`src/rtl/div_iter_pkg.sv`:
```
// Shared definitions for the iterative divider.
// Holds the FSM state codes, start/ready level names, data widths and small helpers.
// The DIV_RADIX4_EN macro is consumed by div_iter.sv; nothing here depends on it.
package div_iter_pkg;

  localparam int unsigned WordW   = 32;
  localparam int unsigned ResultW = 64;

  typedef enum logic [1:0] {
    DivFree   = 2'b00,
    DivByZero = 2'b01,
    DivOn     = 2'b10,
    DivEnd    = 2'b11
  } div_state_e;

  localparam logic DivStart          = 1'b1;
  localparam logic DivStop           = 1'b0;
  localparam logic DivResultReady    = 1'b1;
  localparam logic DivResultNotReady = 1'b0;

  localparam logic [WordW-1:0] ZeroWord = '0;

  // Magnitude of an operand. For 0x80000000 the result is 0x80000000 read as
  // unsigned, so the most negative value has no overflow.
  function automatic logic [WordW-1:0] abs_word(input logic [WordW-1:0] v,
                                                input logic             is_signed);
    return (is_signed && v[WordW-1]) ? (~v + 32'd1) : v;
  endfunction

  // Two's-complement negate when neg is set; wraps modulo 2^32.
  function automatic logic [WordW-1:0] neg_if(input logic [WordW-1:0] v, input logic neg);
    return neg ? (~v + 32'd1) : v;
  endfunction

endpackage

```
`src/rtl/div_iter_if.sv`:
```
// EX <-> divider request/response bundle.
// master (EX side): drives signed_div_i, opdata1_i, opdata2_i, start_i, annul_i;
//                   receives result_o {remainder, quotient} and the one-cycle ready_o pulse.
// slave (divider side): the mirror image.
interface div_iter_if;
  import div_iter_pkg::*;

  logic               signed_div_i;
  logic [WordW-1:0]   opdata1_i;
  logic [WordW-1:0]   opdata2_i;
  logic               start_i;
  logic               annul_i;
  logic [ResultW-1:0] result_o;
  logic               ready_o;

  modport master (
    output signed_div_i, opdata1_i, opdata2_i, start_i, annul_i,
    input  result_o, ready_o
  );

  modport slave (
    input  signed_div_i, opdata1_i, opdata2_i, start_i, annul_i,
    output result_o, ready_o
  );

endinterface

```
`src/rtl/div_iter_step.sv`:
```
// One restoring shift-subtract step of the divider (combinational).
// work_i    : 65-bit working value {partial remainder, dividend/quotient bits}
// divisor_i : 32-bit divisor magnitude
// work_o    : working value shifted left by one with the new quotient bit in bit 0
module div_iter_step
  import div_iter_pkg::*;
(
  input  logic [64:0]      work_i,
  input  logic [WordW-1:0] divisor_i,
  output logic [64:0]      work_o
);

  // work_i[64] is always zero, so work_i[64:31] is the shifted upper 33 bits
  // zero-extended to 34; bit 33 of the difference is the borrow.
  logic [33:0] diff;

  always_comb begin
    diff = work_i[64:31] - {2'b00, divisor_i};
    if (!diff[33]) begin
      work_o = {diff[32:0], work_i[30:0], 1'b1};
    end else begin
      work_o = {work_i[63:0], 1'b0};
    end
  end

endmodule

```
`src/rtl/div_iter.sv`:
```
// Iterative 32-bit DIV/DIVU unit for the EX stage.
// Ports:
//   clk    : rising-edge clock
//   rst    : asynchronous active-high reset
//   div_io : div_iter_if.slave -- operands, start/annul in; {rem, quo} result and
//            one-cycle ready pulse out
// Configuration: define DIV_RADIX4_EN to retire two quotient bits per cycle
// (two chained steps, 16 iterations); results are identical either way.
module div_iter
  import div_iter_pkg::*;
(
  input  logic       clk,
  input  logic       rst,
  div_iter_if.slave  div_io
);

`ifdef DIV_RADIX4_EN
  localparam logic [5:0] StepsPerEdge = 6'd2;
`else
  localparam logic [5:0] StepsPerEdge = 6'd1;
`endif

  div_state_e         state_q, state_d;
  logic [5:0]         cnt_q, cnt_d;
  logic [64:0]        work_q, work_d;
  logic [WordW-1:0]   divisor_q, divisor_d;
  logic               quo_neg_q, quo_neg_d;
  logic               rem_neg_q, rem_neg_d;
  logic               dz_q, dz_d;
  logic [ResultW-1:0] result_q, result_d;
  logic               ready_q, ready_d;

  logic [64:0]        work_next;
  logic [5:0]         cnt_step;
  logic               abort;
  logic               unused_work_msb;

`ifdef DIV_RADIX4_EN
  logic [64:0] work_mid;

  div_iter_step u_step0 (
    .work_i    (work_q),
    .divisor_i (divisor_q),
    .work_o    (work_mid)
  );

  div_iter_step u_step1 (
    .work_i    (work_mid),
    .divisor_i (divisor_q),
    .work_o    (work_next)
  );
`else
  div_iter_step u_step0 (
    .work_i    (work_q),
    .divisor_i (divisor_q),
    .work_o    (work_next)
  );
`endif

  assign cnt_step        = cnt_q + StepsPerEdge;
  assign abort           = div_io.annul_i || (div_io.start_i == DivStop);
  // After the last step the top bit is always zero.
  assign unused_work_msb = work_next[64];

  always_comb begin
    state_d   = state_q;
    cnt_d     = cnt_q;
    work_d    = work_q;
    divisor_d = divisor_q;
    quo_neg_d = quo_neg_q;
    rem_neg_d = rem_neg_q;
    dz_d      = dz_q;
    result_d  = result_q;
    ready_d   = DivResultNotReady;

    unique case (state_q)
      DivFree: begin
        if ((div_io.start_i == DivStart) && !div_io.annul_i) begin
          if (div_io.opdata2_i == ZeroWord) begin
            state_d = DivByZero;
            dz_d    = 1'b1;
          end else begin
            state_d   = DivOn;
            dz_d      = 1'b0;
            cnt_d     = '0;
            divisor_d = abs_word(div_io.opdata2_i, div_io.signed_div_i);
            work_d    = {33'b0, abs_word(div_io.opdata1_i, div_io.signed_div_i)};
            quo_neg_d = div_io.signed_div_i &
                        (div_io.opdata1_i[WordW-1] ^ div_io.opdata2_i[WordW-1]);
            rem_neg_d = div_io.signed_div_i & div_io.opdata1_i[WordW-1];
          end
        end
      end

      DivByZero: begin
        if (abort) begin
          state_d = DivFree;
        end else begin
          state_d  = DivEnd;
          result_d = {ZeroWord, ZeroWord};
        end
      end

      DivOn: begin
        if (abort) begin
          state_d = DivFree;
        end else begin
          work_d = work_next;
          cnt_d  = cnt_step;
          if (cnt_step == 6'd32) begin
            result_d = {neg_if(work_next[63:32], rem_neg_q), neg_if(work_next[31:0], quo_neg_q)};
            ready_d  = DivResultReady;
            state_d  = DivEnd;
          end
        end
      end

      DivEnd: begin
        // Divide-by-zero loads its zero result on entry and pulses ready here,
        // one edge later than a normal completion.
        state_d = DivFree;
        ready_d = dz_q ? DivResultReady : DivResultNotReady;
      end
    endcase
  end

  always_ff @(posedge clk or posedge rst) begin
    if (rst) begin
      state_q   <= DivFree;
      cnt_q     <= '0;
      work_q    <= '0;
      divisor_q <= '0;
      quo_neg_q <= 1'b0;
      rem_neg_q <= 1'b0;
      dz_q      <= 1'b0;
      result_q  <= '0;
      ready_q   <= DivResultNotReady;
    end else begin
      state_q   <= state_d;
      cnt_q     <= cnt_d;
      work_q    <= work_d;
      divisor_q <= divisor_d;
      quo_neg_q <= quo_neg_d;
      rem_neg_q <= rem_neg_d;
      dz_q      <= dz_d;
      result_q  <= result_d;
      ready_q   <= ready_d;
    end
  end

  assign div_io.result_o = result_q;
  assign div_io.ready_o  = ready_q;

endmodule

```
`src/flat_wrapper.sv`:
```
// flat-port wrapper written by rule: the top's interface ports become plain ports
module div_iter_flat import div_iter_pkg::*;
  (clk, rst, div_io_signed_div_i, div_io_opdata1_i, div_io_opdata2_i, div_io_start_i, div_io_annul_i, div_io_result_o, div_io_ready_o);
  div_iter_if div_io_i ();
  input  logic clk;
  input  logic rst;
  input wire logic [$bits(div_io_i.signed_div_i)-1:0] div_io_signed_div_i;
  input wire logic [$bits(div_io_i.opdata1_i)-1:0] div_io_opdata1_i;
  input wire logic [$bits(div_io_i.opdata2_i)-1:0] div_io_opdata2_i;
  input wire logic [$bits(div_io_i.start_i)-1:0] div_io_start_i;
  input wire logic [$bits(div_io_i.annul_i)-1:0] div_io_annul_i;
  output wire logic [$bits(div_io_i.result_o)-1:0] div_io_result_o;
  output wire logic [$bits(div_io_i.ready_o)-1:0] div_io_ready_o;
  assign div_io_i.signed_div_i = div_io_signed_div_i;
  assign div_io_i.opdata1_i = div_io_opdata1_i;
  assign div_io_i.opdata2_i = div_io_opdata2_i;
  assign div_io_i.start_i = div_io_start_i;
  assign div_io_i.annul_i = div_io_annul_i;
  assign div_io_result_o = div_io_i.result_o;
  assign div_io_ready_o = div_io_i.ready_o;
  div_iter u_core (.clk(clk), .rst(rst), .div_io(div_io_i));
endmodule
```
`config.mk`:
```
export PLATFORM = sky130hd
export DESIGN_NAME = div_iter_flat
export DESIGN_NICKNAME = d
export VERILOG_FILES = /design/src/rtl/div_iter_pkg.sv /design/src/rtl/div_iter_if.sv /design/src/rtl/div_iter_step.sv /design/src/rtl/div_iter.sv /design/src/flat_wrapper.sv
export SDC_FILE = /design/constraint.sdc
export NUM_CORES = 1
export LEC_CHECK = 0
export CELL_PAD_IN_SITES_DETAIL_PLACEMENT = 0
export CELL_PAD_IN_SITES_GLOBAL_PLACEMENT = 2
export CORE_MARGIN = 4
export CORE_UTILIZATION = 31
export CTS_BUF_LIST = sky130_fd_sc_hd__clkbuf_2
export DETAILED_ROUTE_END_ITERATION = 6
export PLACE_DENSITY_LB_ADDON = 0.1
export SYNTH_ARGS = -nofsm -noshare
export SYNTH_HDL_FRONTEND = slang
export SYNTH_SLANG_ARGS = --single-unit
```
`constraint.sdc`:
```
create_clock -name clk -period 7.4 [get_ports clk]
set_input_delay 1.11 -clock clk [delete_from_list [all_inputs] [get_ports clk]]
set_output_delay 1.11 -clock clk [all_outputs]
set_load 0.05 [all_outputs]
```
Word-level counts from Yosys, hierarchy flattened:

Index checks and enable logic that the tools add are counted.

* word-level logic and storage cells: 76
* bits of input ports: 69
* output and inout port bits: 65
* flip-flop bits (word level): 173

* mux-type cells: 28
* equality and inequality tests: 10
* bitwise operators: 9
* $add $sub $neg: 6
* reduce and logical (&&, ||, !) cells: 14

Operators by type and width (number)
* $mux 65: 4
* $mux 64: 3
* $pmux 65 s2: 1
* $add 32x1->32 const B: 4
* $mux 32: 4
* $not 32->32: 4
* $pmux 64 s2: 1
* $sub 34x32->34: 1
* $logic_not 32->1: 1
* $mux 6: 3
* $pmux 6 s2: 1
* $mux 2: 5
* $pmux 2 s4: 1
* $reduce_and 4->1: 2
* $add 6x1->6 const B: 1
* $eq 6x6->1 const B: 1
* $ne 2x2->1 const B: 3
* $eq 2x2->1 const B: 2
* $mux 1: 4
* $ne 2x1->1 const B: 2
* $reduce_and 2->1: 2
* $reduce_bool 2->1: 2
* $logic_and 1x1->1: 3
* $ne 3x1->1 const B: 1
* other kinds (9): 11

Logic depth before layout (Yosys ltp):

* word-level depth: 8
* mapped depth: 25
* mapped depth without buffers: 20

Modules after synthesis:

Synthesis repeated with hierarchy kept, for this count alone.

* cells, all modules: 1441
* area total of the unflattened synthesis: 12201.7 um^2

Modules (own cells, without submodules)
* div_iter: area each 9755.6 um^2, sequential area each 4329.2 um^2, cells an instance 1104, times used 1
* div_iter_step: area each 2446.1 um^2, sequential area each 0.0 um^2, cells an instance 337, times used 1

Least setup slack after synthesis:

No wires, ideal clock.

* path kind: flip-flop to flip-flop
* start point: reg u_core.work_q[49]
* end point: reg u_core.result_q[56], in the netlist u_core.div_io.result_o[56]
* path buffers: 3
* required time: 7.277 ns
* arrival time: 4.287 ns
* setup slack: 2.990 ns
* cell stages (with the launch flop): 20
* library setup time: 0.123 ns
* period minus slack after synthesis: 4.410 ns
* cells stage by stage: dfrtp_1 > ha_1 > buf_6 > a21oi_4 > o21ai_2 > o311ai_2 > a21oi_2 > o31a_4 > nor2_8 > clkbuf_1 > buf_2 > mux2i_1 > ha_1 > nand3_1 > nor3_1 > nor4b_1 > o22ai_2 > o41ai_2 > xor2_1 > o21ai_1

* cells in the longest elaborated chain, start to end: 8

RTL lines
* from (decl): line div_iter.sv:25 `logic [64:0] work_q, work_d;`
* from (signal assigned): line div_iter.sv:141 `work_q <= work_d;`
* $sub 34x32->34: line div_iter_step.sv:18 `diff = work_i[64:31] - {2'b00, divisor_i};`
* $mux 65 (*): line div_iter_step.sv:19 `if (!diff[33]) begin`
* $not 32->32: line div_iter_pkg.sv:32 `return neg ? (~v + 32'd1) : v;`
* $add 32x1->32: line div_iter_pkg.sv:32
* $mux 32 (*): line div_iter_pkg.sv:32
* $mux 64 (*): line div_iter.sv:110 `if (cnt_step == 6'd32) begin`
* $mux 64 (*): line div_iter.sv:105 `if (abort) begin`
* $pmux 64 s2 (*): line div_iter.sv:76 `unique case (state_q)`
* to (signal assigned): line div_iter.sv:146 `result_q <= result_d;`
* to (decl): line div_iter.sv:30 `logic [ResultW-1:0] result_q, result_d;`

Every way passes the cells marked *; elsewhere a longest branch is shown, timed or not. The select of a mux whose other input is x is not followed.
A chain may end at the register's enable or synchronous reset.

Worst setup path after layout:

* start point: reg u_core.work_q[51]
* end point: reg u_core.result_q[56], in the netlist u_core.div_io.result_o[56]

Same word-level chain as after synthesis.

==> impl_metrics.py <==
metrics = {
    "yosys": {
        "synth_top_flop_cell": "dfrtp_1",
        "syn_inst": 1543,
        "syn_avg_cell_area_um2": 8.13,
        "synth_edf_count": 0,
        "syn_area_mm2": 0.0125,
        "ys_ff_latch": 173,
        "yosys_warnings": 0,
        "async_flop_share_pct": 100,
        "synth_fp_nets": 1655,
        "yosysUniqueCellTypes": 89,
        "synth-seq-area-share_pct": 34.5,
    },
    "clock_tree": {
        "cts_setup_buffers": 0,
        "cts_made_buffers": 17,
        "htree_num_levels": 4,
        "clk_latency_ns": 0.89,
        "cts_tree": "yes",
        "cts.sinks": 173,
        "cts_hold_buf": 0,
        "clkSlewWorstSetupHoldPaths_ns": 0.30,
        "clock_path_buffers": 2,
        "root_buffer": "clkbuf_2",
        "cts_resized": 0,
    },
    "cells_and_area": {
        "area_growth_pct": 15.2,
        "final_cell_area_mm2": 0.0144,
        "mostFrequentLayoutCell": "nand2_1",
        "layout-drive-gt1-share_pct": 5.50,
        "fin_nets": 1736,
        "layout_common_cells": "nand2_1 (262), o21ai_0 (177), dfrtp_1 (173)",
        "fillers": 4225,
    },
    "grt": {
        "gr-total-overflow": 0,
        "antenna_found_initial": 2,
        "grt_pass1_vias": 11300,
        "grt_max_degree": 128,
        "grt_pass1_wl_um": 66000,
        "grt.total_usage_pct": 18.9,
    },
    "worst_setup_path": {
        "start_kind": "register",
        "cp-end-kind": "register",
        "r2r_cells": 19,
        "crit_type": "reg2reg",
        "arrival_ns": 6.34,
        "crit_required_ns": 8.20,
        "cp_max_fo": 55,
    },
    "sta": {
        "rsz0062_at_grt": "false",
        "fin_worst_skew_ns": 0.0431,
        "tns_ns": 0,
        "slew_violations": 0,
        "timing_worst_slew_pin_value_ns": 1.11,
        "finalSetupViolations": 0,
        "hold_violations": 0,
        "post-route-period-util_pct": 74.9,
        "max_slew_margin_pct": 26.0,
        "max_freq_ghz": 0.180,
        "fin_crit_ns": 5.54,
        "whs_ns": 0.514,
    },
    "flow_run": {
        "maxCapViolCount": 0,
    },
    "drt": {
        "final_antenna_net_count": 0,
        "drc": 0,
        "drt_wl_total_um": 41300,
        "vias": 11200,
        "via_per_inst": 5.19,
        "drtIter0Drc": 621,
        "wl_per_cell_um": 19.1,
        "dr.pass1.iters": 5,
    },
    "die": {
        "rows": 73,
        "die_y_um": 209,
        "io_pins": 134,
        "coreArea_mm2": 0.0399,
        "die_w_um": 209,
        "initial_core_util_pct": 31.4,
        "die-area_mm2": 0.0438,
    },
    "placed_design": {
        "dp_hpwl_um": 31100,
        "dpl_cell_area_mm2": 0.0142,
        "portBuffers": 133,
        "globalplace.congestion": 0.823,
    },
    "min_path": {
        "holdPathStages": 2,
        "hold_class": "reg2reg",
    },
    "run_status": {
        "status": "completed",
    },
}
-- worst max-delay path: stages (launching register included) --
cell and delay [ns]:
dfrtp_1 0.50, ha_1 0.55, nand4_2 0.22, nor4_2 0.44
nand2_1 0.11, o211ai_2 0.34, o31a_4 0.24, nor2_8 0.16
inv_2 0.11, buf_4 0.52, o21ai_0 0.16, inv_1 0.13
ha_1 0.22, nand3_1 0.09, nor3_1 0.22, nor4b_1 0.46
o22ai_2 0.26, o41ai_2 0.43, xor2_1 0.19, o21ai_1 0.07
-- stage by stage --
stage / util [%] / setup WS (ns) / std cells
final: 36.2 / 1.86 / 2165
after global routing: 36.2 / 1.39 / 2165
after CTS: 36.2 / 1.95 / 2162
after detailed placement: 35.6 / 1.96 / 2130
after global placement: 35.6 / 2.12 / 2130
after floorplan: - / 1.60 / 1543
-- cell usage after synthesis, drive strengths merged (3+ instances only) --
master   number  area, um2
a211o         3       26.3
a211oi        5       42.5
a21o          9       67.6
a21oi       111        593
a31oi         7       43.8
and2         10       63.8
and3          5       31.3
and4          4       35.0
buf          33        210
clkbuf       47        206
dfrtp       173       4330
ha           42        526
inv          62        233
mux2i        25        254
nand2       265       1000
nand2b       14       87.6
nand3        32        160
nand4         9       62.6
nor2         92        362
nor2b         8       50.1
nor3         33        175
nor4         20        153
nor4b         3       26.3
o2111ai       6       52.6
o211ai       10       90.1
o21a          6       45.0
o21ai       215       1080
o22ai         3       25.0
o311ai        8       77.6
o31a          4       43.8
o31ai        55        418
o41ai        18        206
or2           3       18.8
or3          22        139
or4          12       93.8
xnor2        66        578
xor2         73        639
-- sequential cells by signal, summed over array words and instances, names as in the netlist --
| signal | flops |
|---|---|
| u_core.quo_neg_q | 1 |
| u_core.cnt_q | 6 |
| u_core.work_q | 65 |
| u_core.state_q | 2 |
| u_core.rem_neg_q | 1 |
| u_core.dz_q | 1 |
| u_core.div_io.ready_o | 1 |
| u_core.divisor_q | 32 |
| u_core.div_io.result_o | 64 |
-- final cells by class --
cell class / instances / area, um2 / share of cell area (%)
multi-input combinational: 1226 / 7570 / 52.4
clock buffer: 17 / 85.1 / 0.589
tap: 525 / 657 / 4.55
antenna: 3 / 7.51 / 0.0520
clock inverter: 15 / 136 / 0.944
inverter: 62 / 238 / 1.65
sequential: 173 / 4330 / 30.0
timing repair buffer: 144 / 1430 / 9.87
-- metal layers --
metal	track usage, %	part of all wire (%)	vias up	wire [um]
met5	0	0	-	0
met3	3.24	2.8	32	1150
met4	5.42	2.3	0	951
li1	-	-	5630	-
met2	30.5	47	144	19600
met1	26.3	47	5421	19600
-- path summary, 6_finish.rpt --
kind | startpoint | to | slack, ns
worst max register to register | u_core.work_q[51] | u_core.div_io.result_o[56] | 1.86
worst min register to register | u_core.div_io.result_o[25] | u_core.div_io.result_o[25] | 0.51
min in group asynchronous | rst | u_core.div_io.result_o[9] | 0.60
worst min-delay path | u_core.div_io.result_o[25] | u_core.div_io.result_o[25] | 0.51
max in group asynchronous | rst | u_core.divisor_q[27] | 5.47
worst max-delay path | u_core.work_q[51] | u_core.div_io.result_o[56] | 1.86
-- kinds of logic (layout without fill, tap and decap cells) --
| group | count (synthesis) | in the layout | synth area share, % |
|---|---|---|---|
| AOI/OAI and AO/OA | 479 | 479 | 23.8 |
| muxes | 27 | 27 | 2.20 |
| xor gates and xnor gates | 139 | 139 | 9.70 |
| DFF | 173 | 173 | 34.5 |
| other | 0 | 3 | 0 |
| adders and majority gates | 43 | 43 | 4.35 |
| and+or+nand+nor | 538 | 538 | 20.0 |
| buffers and inverters | 144 | 238 | 5.42 |
Power is not shown: default switching activity piles up to over one toggle a cycle in this logic, so the estimate is an artifact.
